===== config.mk =====
export PLATFORM = sky130hd
export DESIGN_NAME = axi4_sram_slice
export DESIGN_NICKNAME = d
export VERILOG_FILES = /design/src/rtl/axi4_sram_slice.sv
export SDC_FILE = /design/constraint.sdc
export NUM_CORES = 1
export LEC_CHECK = 0
export ABC_AREA = 0
export ABC_CLOCK_PERIOD_IN_PS = 1900
export CAP_MARGIN = 25
export CORE_MARGIN = 3
export CORE_UTILIZATION = 45
export CTS_CLUSTER_DIAMETER = 30
export DETAILED_ROUTE_END_ITERATION = 8
export GPL_ROUTABILITY_DRIVEN = 0
export HOLD_SLACK_MARGIN = 0.06
export PLACE_DENSITY_LB_ADDON = 0.08
export SKIP_LAST_GASP = 1
export SLEW_MARGIN = 15
export SYNTH_ARGS = -nofsm -noshare
export SYNTH_HDL_FRONTEND = slang
export SYNTH_SLANG_ARGS = --single-unit

===== constraint.sdc =====
create_clock -name aclk -period 1.9 [get_ports aclk]
set_clock_uncertainty 0.15 [all_clocks]
set_input_delay 0.285 -clock aclk [delete_from_list [all_inputs] [get_ports aclk]]
set_output_delay 0.285 -clock aclk [all_outputs]
set_load 0.05 [all_outputs]

===== src/rtl/axi4_sram_slice.sv =====
// axi4_sram_slice: per-channel AXI4 register slice in front of the SRAM FSM slave.
// Each enabled channel gets a 2-entry skid buffer. The buffer registers both VALID
// and READY and sustains one beat per cycle. A disabled channel is a plain wire.

`ifndef AXI4_ID_WIDTH
`define AXI4_ID_WIDTH 4
`endif
`ifndef AXI4_ADDR_WIDTH
`define AXI4_ADDR_WIDTH 32
`endif
`ifndef AXI4_DATA_WIDTH
`define AXI4_DATA_WIDTH 32
`endif
`ifndef AXI4_WSTRB_WIDTH
`define AXI4_WSTRB_WIDTH 4
`endif
`ifndef AXI4_USER_WIDTH
`define AXI4_USER_WIDTH 1
`endif

// Generic 2-entry skid buffer: main reg drives dst, skid reg absorbs the beat that
// arrives in the cycle dst stalls. READY toward src is a flop, never a comb path.
module axi4_sram_skid #(
  parameter int W  = 8,
  parameter bit EN = 1'b1
) (
  input  logic         clk,
  input  logic         rst_n,
  input  logic         src_valid,
  output logic         src_ready,
  input  logic [W-1:0] src_data,
  output logic         dst_valid,
  input  logic         dst_ready,
  output logic [W-1:0] dst_data
);
  if (EN) begin : g_reg
    localparam logic [1:0] ST_EMPTY = 2'd0;
    localparam logic [1:0] ST_ONE   = 2'd1;
    localparam logic [1:0] ST_FULL  = 2'd2;

    logic [1:0]   state_q, state_d;
    logic         rdy_q, rdy_d;
    logic         vld_q, vld_d;
    logic [W-1:0] main_q, main_d;
    logic [W-1:0] skid_q, skid_d;
    logic         in_hs, out_hs;

    assign in_hs     = src_valid & rdy_q;
    assign out_hs    = vld_q & dst_ready;
    assign src_ready = rdy_q;
    assign dst_valid = vld_q;
    assign dst_data  = main_q;

    // Occupancy transitions; payload regs only move on an accepted or drained beat.
    always_comb begin
      state_d = state_q;
      main_d  = main_q;
      skid_d  = skid_q;
      case (state_q)
        ST_EMPTY: begin
          if (in_hs) begin
            state_d = ST_ONE;
            main_d  = src_data;
          end
        end
        ST_ONE: begin
          if (in_hs && !out_hs) begin
            state_d = ST_FULL;
            skid_d  = src_data;
          end else if (in_hs && out_hs) begin
            main_d  = src_data;
          end else if (out_hs) begin
            state_d = ST_EMPTY;
          end
        end
        ST_FULL: begin
          // src_ready is low here, so only a drain can happen.
          if (out_hs) begin
            state_d = ST_ONE;
            main_d  = skid_q;
          end
        end
        default: state_d = ST_EMPTY;
      endcase
    end

    // Handshake flags are decoded from the next state so both sides see pure flops.
    always_comb begin
      rdy_d = (state_d != ST_FULL);
      vld_d = (state_d != ST_EMPTY);
    end

    // State, handshake and payload registers; reset empties the slice and drops beats.
    always_ff @(posedge clk or negedge rst_n) begin
      if (!rst_n) begin
        state_q <= ST_EMPTY;
        rdy_q   <= 1'b1;
        vld_q   <= 1'b0;
        main_q  <= '0;
        skid_q  <= '0;
      end else begin
        state_q <= state_d;
        rdy_q   <= rdy_d;
        vld_q   <= vld_d;
        main_q  <= main_d;
        skid_q  <= skid_d;
      end
    end
  end else begin : g_byp
    logic unused_clk_rst;
    assign unused_clk_rst = clk & rst_n;
    assign dst_valid      = src_valid;
    assign dst_data       = src_data;
    assign src_ready      = dst_ready;
  end
endmodule

module axi4_sram_slice #(
  parameter bit AW_SLICE_EN = 1'b1,
  parameter bit W_SLICE_EN  = 1'b1,
  parameter bit AR_SLICE_EN = 1'b1,
  parameter bit R_SLICE_EN  = 1'b1,
  parameter bit B_SLICE_EN  = 1'b1
) (
  input  logic                          aclk,
  input  logic                          aresetn,
  output logic                          s_axi_aclk,
  output logic                          s_axi_aresetn,
  output logic                          m_axi_aclk,
  output logic                          m_axi_aresetn,
  // upstream AW
  input  logic [`AXI4_ID_WIDTH-1:0]     s_axi_awid,
  input  logic [`AXI4_ADDR_WIDTH-1:0]   s_axi_awaddr,
  input  logic [7:0]                    s_axi_awlen,
  input  logic [2:0]                    s_axi_awsize,
  input  logic [1:0]                    s_axi_awburst,
  input  logic [`AXI4_USER_WIDTH-1:0]   s_axi_awuser,
  input  logic                          s_axi_awvalid,
  output logic                          s_axi_awready,
  // upstream W
  input  logic [`AXI4_DATA_WIDTH-1:0]   s_axi_wdata,
  input  logic [`AXI4_WSTRB_WIDTH-1:0]  s_axi_wstrb,
  input  logic                          s_axi_wlast,
  input  logic [`AXI4_USER_WIDTH-1:0]   s_axi_wuser,
  input  logic                          s_axi_wvalid,
  output logic                          s_axi_wready,
  // upstream B
  output logic [`AXI4_ID_WIDTH-1:0]     s_axi_bid,
  output logic [1:0]                    s_axi_bresp,
  output logic [`AXI4_USER_WIDTH-1:0]   s_axi_buser,
  output logic                          s_axi_bvalid,
  input  logic                          s_axi_bready,
  // upstream AR
  input  logic [`AXI4_ID_WIDTH-1:0]     s_axi_arid,
  input  logic [`AXI4_ADDR_WIDTH-1:0]   s_axi_araddr,
  input  logic [7:0]                    s_axi_arlen,
  input  logic [2:0]                    s_axi_arsize,
  input  logic [1:0]                    s_axi_arburst,
  input  logic [`AXI4_USER_WIDTH-1:0]   s_axi_aruser,
  input  logic                          s_axi_arvalid,
  output logic                          s_axi_arready,
  // upstream R
  output logic [`AXI4_ID_WIDTH-1:0]     s_axi_rid,
  output logic [`AXI4_DATA_WIDTH-1:0]   s_axi_rdata,
  output logic [1:0]                    s_axi_rresp,
  output logic                          s_axi_rlast,
  output logic [`AXI4_USER_WIDTH-1:0]   s_axi_ruser,
  output logic                          s_axi_rvalid,
  input  logic                          s_axi_rready,
  // downstream AW
  output logic [`AXI4_ID_WIDTH-1:0]     m_axi_awid,
  output logic [`AXI4_ADDR_WIDTH-1:0]   m_axi_awaddr,
  output logic [7:0]                    m_axi_awlen,
  output logic [2:0]                    m_axi_awsize,
  output logic [1:0]                    m_axi_awburst,
  output logic [`AXI4_USER_WIDTH-1:0]   m_axi_awuser,
  output logic                          m_axi_awvalid,
  input  logic                          m_axi_awready,
  // downstream W
  output logic [`AXI4_DATA_WIDTH-1:0]   m_axi_wdata,
  output logic [`AXI4_WSTRB_WIDTH-1:0]  m_axi_wstrb,
  output logic                          m_axi_wlast,
  output logic [`AXI4_USER_WIDTH-1:0]   m_axi_wuser,
  output logic                          m_axi_wvalid,
  input  logic                          m_axi_wready,
  // downstream B
  input  logic [`AXI4_ID_WIDTH-1:0]     m_axi_bid,
  input  logic [1:0]                    m_axi_bresp,
  input  logic [`AXI4_USER_WIDTH-1:0]   m_axi_buser,
  input  logic                          m_axi_bvalid,
  output logic                          m_axi_bready,
  // downstream AR
  output logic [`AXI4_ID_WIDTH-1:0]     m_axi_arid,
  output logic [`AXI4_ADDR_WIDTH-1:0]   m_axi_araddr,
  output logic [7:0]                    m_axi_arlen,
  output logic [2:0]                    m_axi_arsize,
  output logic [1:0]                    m_axi_arburst,
  output logic [`AXI4_USER_WIDTH-1:0]   m_axi_aruser,
  output logic                          m_axi_arvalid,
  input  logic                          m_axi_arready,
  // downstream R
  input  logic [`AXI4_ID_WIDTH-1:0]     m_axi_rid,
  input  logic [`AXI4_DATA_WIDTH-1:0]   m_axi_rdata,
  input  logic [1:0]                    m_axi_rresp,
  input  logic                          m_axi_rlast,
  input  logic [`AXI4_USER_WIDTH-1:0]   m_axi_ruser,
  input  logic                          m_axi_rvalid,
  output logic                          m_axi_rready
);
  localparam int IDW = `AXI4_ID_WIDTH;
  localparam int AW  = `AXI4_ADDR_WIDTH;
  localparam int DW  = `AXI4_DATA_WIDTH;
  localparam int SW  = `AXI4_WSTRB_WIDTH;
  localparam int UW  = `AXI4_USER_WIDTH;

  // All payload fields of a channel travel as one vector through the same buffer.
  localparam int AX_W = IDW + AW + 8 + 3 + 2 + UW;
  localparam int WD_W = DW + SW + 1 + UW;
  localparam int RD_W = IDW + DW + 2 + 1 + UW;
  localparam int BR_W = IDW + 2 + UW;

  logic [AX_W-1:0] aw_dst, ar_dst;
  logic [WD_W-1:0] w_dst;
  logic [RD_W-1:0] r_dst;
  logic [BR_W-1:0] b_dst;

  assign s_axi_aclk    = aclk;
  assign m_axi_aclk    = aclk;
  assign s_axi_aresetn = aresetn;
  assign m_axi_aresetn = aresetn;

  axi4_sram_skid #(.W(AX_W), .EN(AW_SLICE_EN)) u_aw (
    .clk(aclk), .rst_n(aresetn),
    .src_valid(s_axi_awvalid), .src_ready(s_axi_awready),
    .src_data({s_axi_awid, s_axi_awaddr, s_axi_awlen, s_axi_awsize, s_axi_awburst, s_axi_awuser}),
    .dst_valid(m_axi_awvalid), .dst_ready(m_axi_awready), .dst_data(aw_dst));
  assign {m_axi_awid, m_axi_awaddr, m_axi_awlen, m_axi_awsize, m_axi_awburst, m_axi_awuser} = aw_dst;

  axi4_sram_skid #(.W(WD_W), .EN(W_SLICE_EN)) u_w (
    .clk(aclk), .rst_n(aresetn),
    .src_valid(s_axi_wvalid), .src_ready(s_axi_wready),
    .src_data({s_axi_wdata, s_axi_wstrb, s_axi_wlast, s_axi_wuser}),
    .dst_valid(m_axi_wvalid), .dst_ready(m_axi_wready), .dst_data(w_dst));
  assign {m_axi_wdata, m_axi_wstrb, m_axi_wlast, m_axi_wuser} = w_dst;

  axi4_sram_skid #(.W(AX_W), .EN(AR_SLICE_EN)) u_ar (
    .clk(aclk), .rst_n(aresetn),
    .src_valid(s_axi_arvalid), .src_ready(s_axi_arready),
    .src_data({s_axi_arid, s_axi_araddr, s_axi_arlen, s_axi_arsize, s_axi_arburst, s_axi_aruser}),
    .dst_valid(m_axi_arvalid), .dst_ready(m_axi_arready), .dst_data(ar_dst));
  assign {m_axi_arid, m_axi_araddr, m_axi_arlen, m_axi_arsize, m_axi_arburst, m_axi_aruser} = ar_dst;

  // Response channels run backward: the SRAM slave is the sender.
  axi4_sram_skid #(.W(RD_W), .EN(R_SLICE_EN)) u_r (
    .clk(aclk), .rst_n(aresetn),
    .src_valid(m_axi_rvalid), .src_ready(m_axi_rready),
    .src_data({m_axi_rid, m_axi_rdata, m_axi_rresp, m_axi_rlast, m_axi_ruser}),
    .dst_valid(s_axi_rvalid), .dst_ready(s_axi_rready), .dst_data(r_dst));
  assign {s_axi_rid, s_axi_rdata, s_axi_rresp, s_axi_rlast, s_axi_ruser} = r_dst;

  axi4_sram_skid #(.W(BR_W), .EN(B_SLICE_EN)) u_b (
    .clk(aclk), .rst_n(aresetn),
    .src_valid(m_axi_bvalid), .src_ready(m_axi_bready),
    .src_data({m_axi_bid, m_axi_bresp, m_axi_buser}),
    .dst_valid(s_axi_bvalid), .dst_ready(s_axi_bready), .dst_data(b_dst));
  assign {s_axi_bid, s_axi_bresp, s_axi_buser} = b_dst;
endmodule

* Yosys cells after proc, flatten, opt, wreduce, memory -nomap -nowiden
Cells that the tools add are included.
Operators by class: equal/unequal tests 35, bitwise logic cells 10, reductions and logical operators 40, muxes and demuxes 55
Operators by type and width (number):
- $mux 50 | 8
- $pmux 50 s3 | 2
- $mux 40 | 4
- $mux 38 | 4
- $pmux 40 s3 | 1
- $pmux 38 s3 | 1
- $mux 2 | 25
- $ne 2x1->1 const B | 15
- $pmux 2 s3 | 5
- $mux 7 | 4
- $reduce_and 5->1 | 5
- $pmux 7 s3 | 1
- $ne 2x2->1 const B | 10
- $reduce_bool 3->1 | 5
- $and 1x1->1 | 10
- $eq 2x1->1 const B | 5
- $eq 2x2->1 const B | 5
- $logic_and 1x1->1 | 10
- $logic_not 2->1 | 5
- $reduce_and 2->1 | 5
- $reduce_bool 2->1 | 5
- $logic_not 1->1 | 5
Word-level totals: logic and storage cells 165, bits in registers 390, input port bits 197

* Logic depth before layout (Yosys ltp)
Gate-level depths: netlist (run 1).
depth in word-level cells 6, mapped depth 6, mapped depth without buffers 4

* By module
From an unflattened synthesis (run 1), not the netlist that was laid out.
Unflattened totals: cell total of the unflattened synthesis 1091, area total of the unflattened synthesis 17194.0 µm²
By module, submodules not included:
- axi4_sram_skid (u_ar ...) | instances 2, cells an instance 287, area an instance 4498.1 µm²
- axi4_sram_skid (u_r) | instances 1, cells an instance 233, area an instance 3741.1 µm²
- axi4_sram_skid (u_w) | instances 1, cells an instance 223, area an instance 3599.7 µm²
- axi4_sram_skid (u_b) | instances 1, cells an instance 57, area an instance 827.0 µm²
- axi4_sram_slice | instances 1, cells an instance 4, area an instance 30.0 µm²

==> results of run 1 <==
## worst register-to-register path: stages, from the launching register on
cell and delay, ps:
dfrtp_1 460, nand2b_2 140, o21ai_2 80, a31oi_4 320, buf_12 210, mux2_2 360
## cells in the mapped netlist
library cell / instances
xor2_1: 1
mux2_1: 27
nand3_1: 8
inv_1: 1
dfstp_2: 5
buf_2: 30
buf_4: 6
a21oi_1: 42
o21ai_1: 1
nor2b_1: 4
a22o_1: 1
o32ai_2: 1
and2_1: 3
clkbuf_1: 36
o22ai_1: 5
dfrtp_1: 385
nor2_1: 48
nand2b_1: 5
a31oi_1: 1
mux2i_1: 40
nor3_1: 4
o21ai_2: 2
a31oi_4: 3
mux2_2: 303
nand4b_1: 1
nand2_1: 453
o21a_1: 4
a21o_1: 1
buf_6: 12
o21ai_0: 6
a21boi_0: 6
## per-stage QoR
stage                     power (mW)  setup TNS, ps  cell area (µm²)  hold slack (ps)  utilization
after floorplan                30.79         -336.5            16890           -160.6            -
after global placement         37.76         -37060            21400            11.74       0.5819
after detailed placement       38.25         -41490            21400            9.057       0.5819
after CTS                      54.61              0            24860            60.69       0.6758
after global routing           56.75         -2.666            24890            72.09       0.6766
final                          54.11              0            24890            88.58       0.6766
## power by group through the flow
stage	clock network, mW	registers [mW]	logic (mW)
detailed placement	0.243	15.2	22.8
CTS	16.5	15.1	23.0
global route	16.9	15.7	24.2
finish	16.2	15.2	22.8
global placement	0.243	15.0	22.5
floorplan	0.227	21.9	8.62
## cells by family after synthesis
family                 Yosys count  synth area share
flip-flops                     390            0.5793
buffers and inverters           85           0.02783
XOR/XNOR                         1         0.0005197
multiplexers                   370            0.2442
AO/OA/AOI/OAI                   73           0.02798
AND/OR/NAND/NOR                526            0.1201
## area by class of cell
| type | instances | area [µm²] |
|---|---|---|
| repair buffers | 487 | 4593 |
| multi-input cells | 970 | 6729 |
| fillers | 2787 | 11900 |
| clock inverters | 40 | 578.1 |
| flip-flops and latches | 390 | 9769 |
| well taps | 468 | 585.6 |
| clock buffers | 124 | 2629 |
| diodes | 1 | 2.502 |
| inverters | 1 | 3.754 |
## registers in the layout (all words and copies together) (netlist names), 2 cells and up
register and count:
u_ar.dst_data 50, u_ar.g_reg.skid_q 50, u_aw.dst_data 50, u_aw.g_reg.skid_q 50
u_r.dst_data 40, u_r.g_reg.skid_q 40, u_w.dst_data 38, u_w.g_reg.skid_q 38
u_b.dst_data 7, u_b.g_reg.skid_q 7, u_ar.g_reg.state_q 2, u_aw.g_reg.state_q 2
u_b.g_reg.state_q 2, u_r.g_reg.state_q 2, u_w.g_reg.state_q 2
## per-layer routing
layer / GRT usage / up-vias
li1: - / 5866
met1: 0.2841 / 6185
met2: 0.3529 / 340
met3: 0.06795 / 74
met4: 0.08865 / 2
met5: 0 / -
## path summary, 6_finish.rpt
kind                                         end  depth (start not counted)
setup / recovery                   s_axi_awready                          1
setup reg to reg               u_aw.dst_data[38]                          5
max in group asynchronous          u_w.dst_valid                          5
min in group asynchronous   u_r.g_reg.skid_q[38]                          4
hold reg to reg                 u_w.dst_data[22]                          1
hold / removal             u_ar.g_reg.skid_q[26]                          2
## timing repair
action,CTS,global route
hold endpoints to repair,410,0
pin swaps,0,1
gates resized for setup,12,4
endpoints found under the setup margin,4,45
hold buffers,25,0
buffers inserted,0,2
==> flow_metrics.tcl, run 1 <==
set metrics [dict create \
    setup_violations 0 \
    clkSlewWorstSetupHoldPaths_ps 40 \
    die_area_mm2 0.03982 \
    cell_internal_pwr_mw 33.26 \
    synth_top_cell_by_area "dfrtp_1" \
    grt_max_degree 90 \
    synthTopCellsByArea "dfrtp_1, mux2_2, nand2_1" \
    arrival_ps 1420 \
    cp_cell_sequence "buf_8" \
    grt.overflow.total 0 \
    area_growth_pct 47.66 \
    crit_family "flip-flops" \
    power_frac_comb 0.421 \
    antenna_found_initial 3 \
    cp_slowest_stage_delay_ps 580 \
    track_usage 0.2214 \
    min_period_over_period 0.9762 \
    wl_met1_um 18920 \
    drv_slew 0 \
    pin_count 396 \
    yosysUniqueCellTypes 31 \
    crit_type "register to output port" \
    startpoint "u_aw.src_ready" \
    r2r_setup_slack_ps 60 \
    p_switching_mw 20.85 \
    start_util 0.4582 \
    tightest_slew_ps 706.9 \
    synth_top_area_frac 0.5716 \
    final_cells 2481 \
    period_needed_ps 1855 \
    dp_hpwl_um 29630 \
    path_buf_inv 1 \
    syn_area_per_cell_um2 11.67 \
    max_freq_mhz 539.2 \
    wl_met2_um 21550 \
    first_pass_iters 5 \
    cp_max_fo 2 \
    syn_inst 1445 \
    die_h_um 199.5 \
    most-common-layout-cells "nand2_1, dfrtp_1, mux2_2" \
    grt_first_pass_wirelength_um 69100 \
    slew_headroom 0.5277 \
    required_ps 1460 \
    wl_um 44580 \
    finalHoldViolCount 0 \
    p_leak_nw 11.80 \
    wl_met3_um 3021 \
    final_antenna_net_count 0 \
    drt-vias-per-instance 5.025 \
    slowest_stage "dfstp_2" \
    top_layer "met5" \
    cp-end-kind "output port" \
    syn_nets 1642 \
    portBuffers 395 \
    mostFrequentLayoutCell "nand2_1" \
    p_seq_frac 0.280 \
    maxCapViolations 0 \
    outcome "finished, final reports clean" \
    vias 12470 \
    syn_area_mm2 0.01686 \
    core_mm2 0.03679 \
    ys_seq_area_frac 0.5793 \
    sw_frac_of_total 0.3853 \
    power_density_mw_per_mm2 2174 \
    peakVddDrop_mv 1.551 \
    drive_above_1_share 0.3757 \
    hp-start "s_axi_araddr[12]" \
    wl_per_cell_um 17.97 \
    rsz0062_at_grt "true" \
    fp-row-count 70 \
    setup_ws_ps 45.26 \
    r2r-start "u_aw.g_reg.state_q[1]" \
    drt_iter0_markers 540 \
    clkPwrFrac 0.299 \
    dieWidth_um 199.5 \
    drc 0 \
    layout.nets 2140 \
    cp-start-kind "register" \
    yosys_warnings 0 \
    min_path_type "input port to register" \
    ys_seq_elements 390 \
    insertion_delay_ps 690 \
    place_inst 2291 \
    dp_slack_ps -186.3 \
    cts_tree "yes" \
    grt_pass1_vias 12780 \
]
(Power assumes the default switching activity.)
==> run 2: changes to the inputs <==
- SLEW_MARGIN: 15 -> unset
==> results of run 2 <==
Same layout as run 1: the final DEF is identical, and so are final timing and power.
==> run 3: changes to the inputs <==
- HOLD_SLACK_MARGIN: 0.06 -> 0.08
==> run 3 against run 2 <==
  * Critical path depth did not move
  * Hold slack improved by 14 ps
  * Non-clock buffer count rose by 69
  * Setup slack improved by 8.6 ps
  * Cell area rose by 2.8%
  * Sequential power barely moved
  * Die area did not move
  * Flip-flop and latch count did not move
  * Global-route usage rose by 0.38 points
  * Clock-buffer cell count did not move
  * Critical path type unchanged
  * Largest power group unchanged
==> flow_metrics.tcl, run 3 (synthesis gave the netlist of run 1 again) <==
set metrics [dict create \
    outcome "finished, final reports clean" \
    arrival_ps 1410 \
    clkSlewWorstSetupHoldPaths_ps 40 \
    setup_ws_ps 53.90 \
    power_density_mw_per_mm2 2122 \
    final_area_mm2 0.02558 \
    wl_per_cell_um 17.73 \
    max_freq_mhz 541.7 \
    cp-end-kind "output port" \
    drc 0 \
    holdWs_ps 102.9 \
    start_util 0.4582 \
    insertion_delay_ps 690 \
    pin_count 396 \
    min_period_over_period 0.9716 \
    hold_depth 2 \
    cp-start-kind "register" \
    portBuffers 395 \
    maxCapViolations 0 \
    r2r_setup_slack_ps 60 \
    vias 12740 \
    grt_pass1_vias 13240 \
    crit_family "flip-flops" \
    rsz0062_at_grt "true" \
    cp_max_fo 2 \
    grt.overflow.total 0 \
    fp-row-count 70 \
    tightest_slew_ps 720.2 \
    drt-vias-per-instance 4.994 \
    power_mw 54.27 \
    grt_first_pass_wirelength_um 70710 \
    most-common-layout-cells "nand2_1, dfrtp_1, mux2_2" \
    die_h_um 199.5 \
    setup_violations 0 \
    r2r_cells 5 \
    hp-start "s_axi_araddr[9]" \
    p_leak_nw 12.09 \
    die_area_mm2 0.03982 \
    first_pass_iters 5 \
    track_usage 0.2252 \
    dp_hpwl_um 29630 \
    num-fill-cells 2706 \
    required_ps 1460 \
    dieWidth_um 199.5 \
    area_growth_pct 51.76 \
    setup_tns_ps 0 \
    antenna_found_initial 3 \
    r2r_end "u_aw.dst_data[0]" \
    final_antenna_net_count 0 \
    wl_um 45200 \
    mostFrequentLayoutCell "nand2_1" \
    drt_iter0_markers 533 \
    drv_slew 0 \
    min_path_type "input port to register" \
    path_buf_inv 1 \
    finalHoldViolCount 0 \
    r2r-start "u_aw.g_reg.state_q[1]" \
    slew_headroom 0.5188 \
    peakVddDrop_mv 1.751 \
    holdPathEnd "u_ar.g_reg.skid_q[23]" \
    utilization 0.6954 \
    cp_slowest_stage_delay_ps 570 \
    crit_type "register to output port" \
    period_needed_ps 1846 \
    slowest_stage "dfstp_2" \
    grt_max_degree 90 \
    place_inst 2291 \
    place_area_mm2 0.02140 \
    layout.nets 2209 \
    cp_cell_sequence "buf_8" \
    core_mm2 0.03679 \
    dp_slack_ps -186.3 \
    drive_above_1_share 0.3633 \
    final_cells 2550 \
    cts_tree "yes" \
]
## run 3: worst max-delay path by stage
stage / depth (start not counted) / to / startpoint / slack (ps)
after global routing: 1 / s_axi_awready / u_aw.src_ready / -3
after global placement: 6 / u_ar.dst_data[7] / s_axi_arvalid / -170
final: 1 / s_axi_awready / u_aw.src_ready / 50
after detailed placement: 7 / u_r.dst_data[18] / s_axi_rready / -190
after floorplan: 6 / u_w.dst_data[17] / u_w.src_ready / -20
after CTS: 1 / s_axi_awready / u_aw.src_ready / 5
## run 3: where the power goes
part | switching (mW) | leakage [nW] | internal (mW)
clock | 4.81 | 1.56 | 11.4
combinational | 13.6 | 5.94 | 9.31
sequential | 2.48 | 4.59 | 12.7
## run 3: layer usage
metal  vias to the layer above  share of wire  GRT usage
met3                        79          0.061    0.06238
li1                       6011              -          -
met1                      6296           0.43     0.2920
met2                       347           0.48     0.3604
met5                         -        0.00020          0
met4                         2          0.027    0.09098
## run 3: area by class of cell
| class | count | area (µm²) | area share |
|---|---|---|---|
| tap | 468 | 585.6 | 0.02289 |
| clock buffer | 124 | 2629 | 0.1028 |
| inverter | 1 | 3.754 | 0.0001467 |
| clock inverter | 40 | 578.1 | 0.02260 |
| multi-input combinational | 970 | 6729 | 0.2630 |
| timing repair buffer | 556 | 5284 | 0.2066 |
| antenna | 1 | 2.502 | 0.00009782 |
| sequential | 390 | 9769 | 0.3819 |
## run 3: worst register-to-register path: stages (launching register included)
cell	delay, ps
dfrtp_1	460
nand2b_2	140
o21ai_2	80
a31oi_4	320
buf_12	210
mux2_2	350
## run 3: repair_timing
item / 4_1_cts / 5_1_grt
pin swaps: 0 / 1
gates resized for setup: 12 / 4
endpoints found under the setup margin: 4 / 46
hold endpoints to repair: 481 / 0
hold buffers: 94 / 0
buffers inserted: 0 / 2
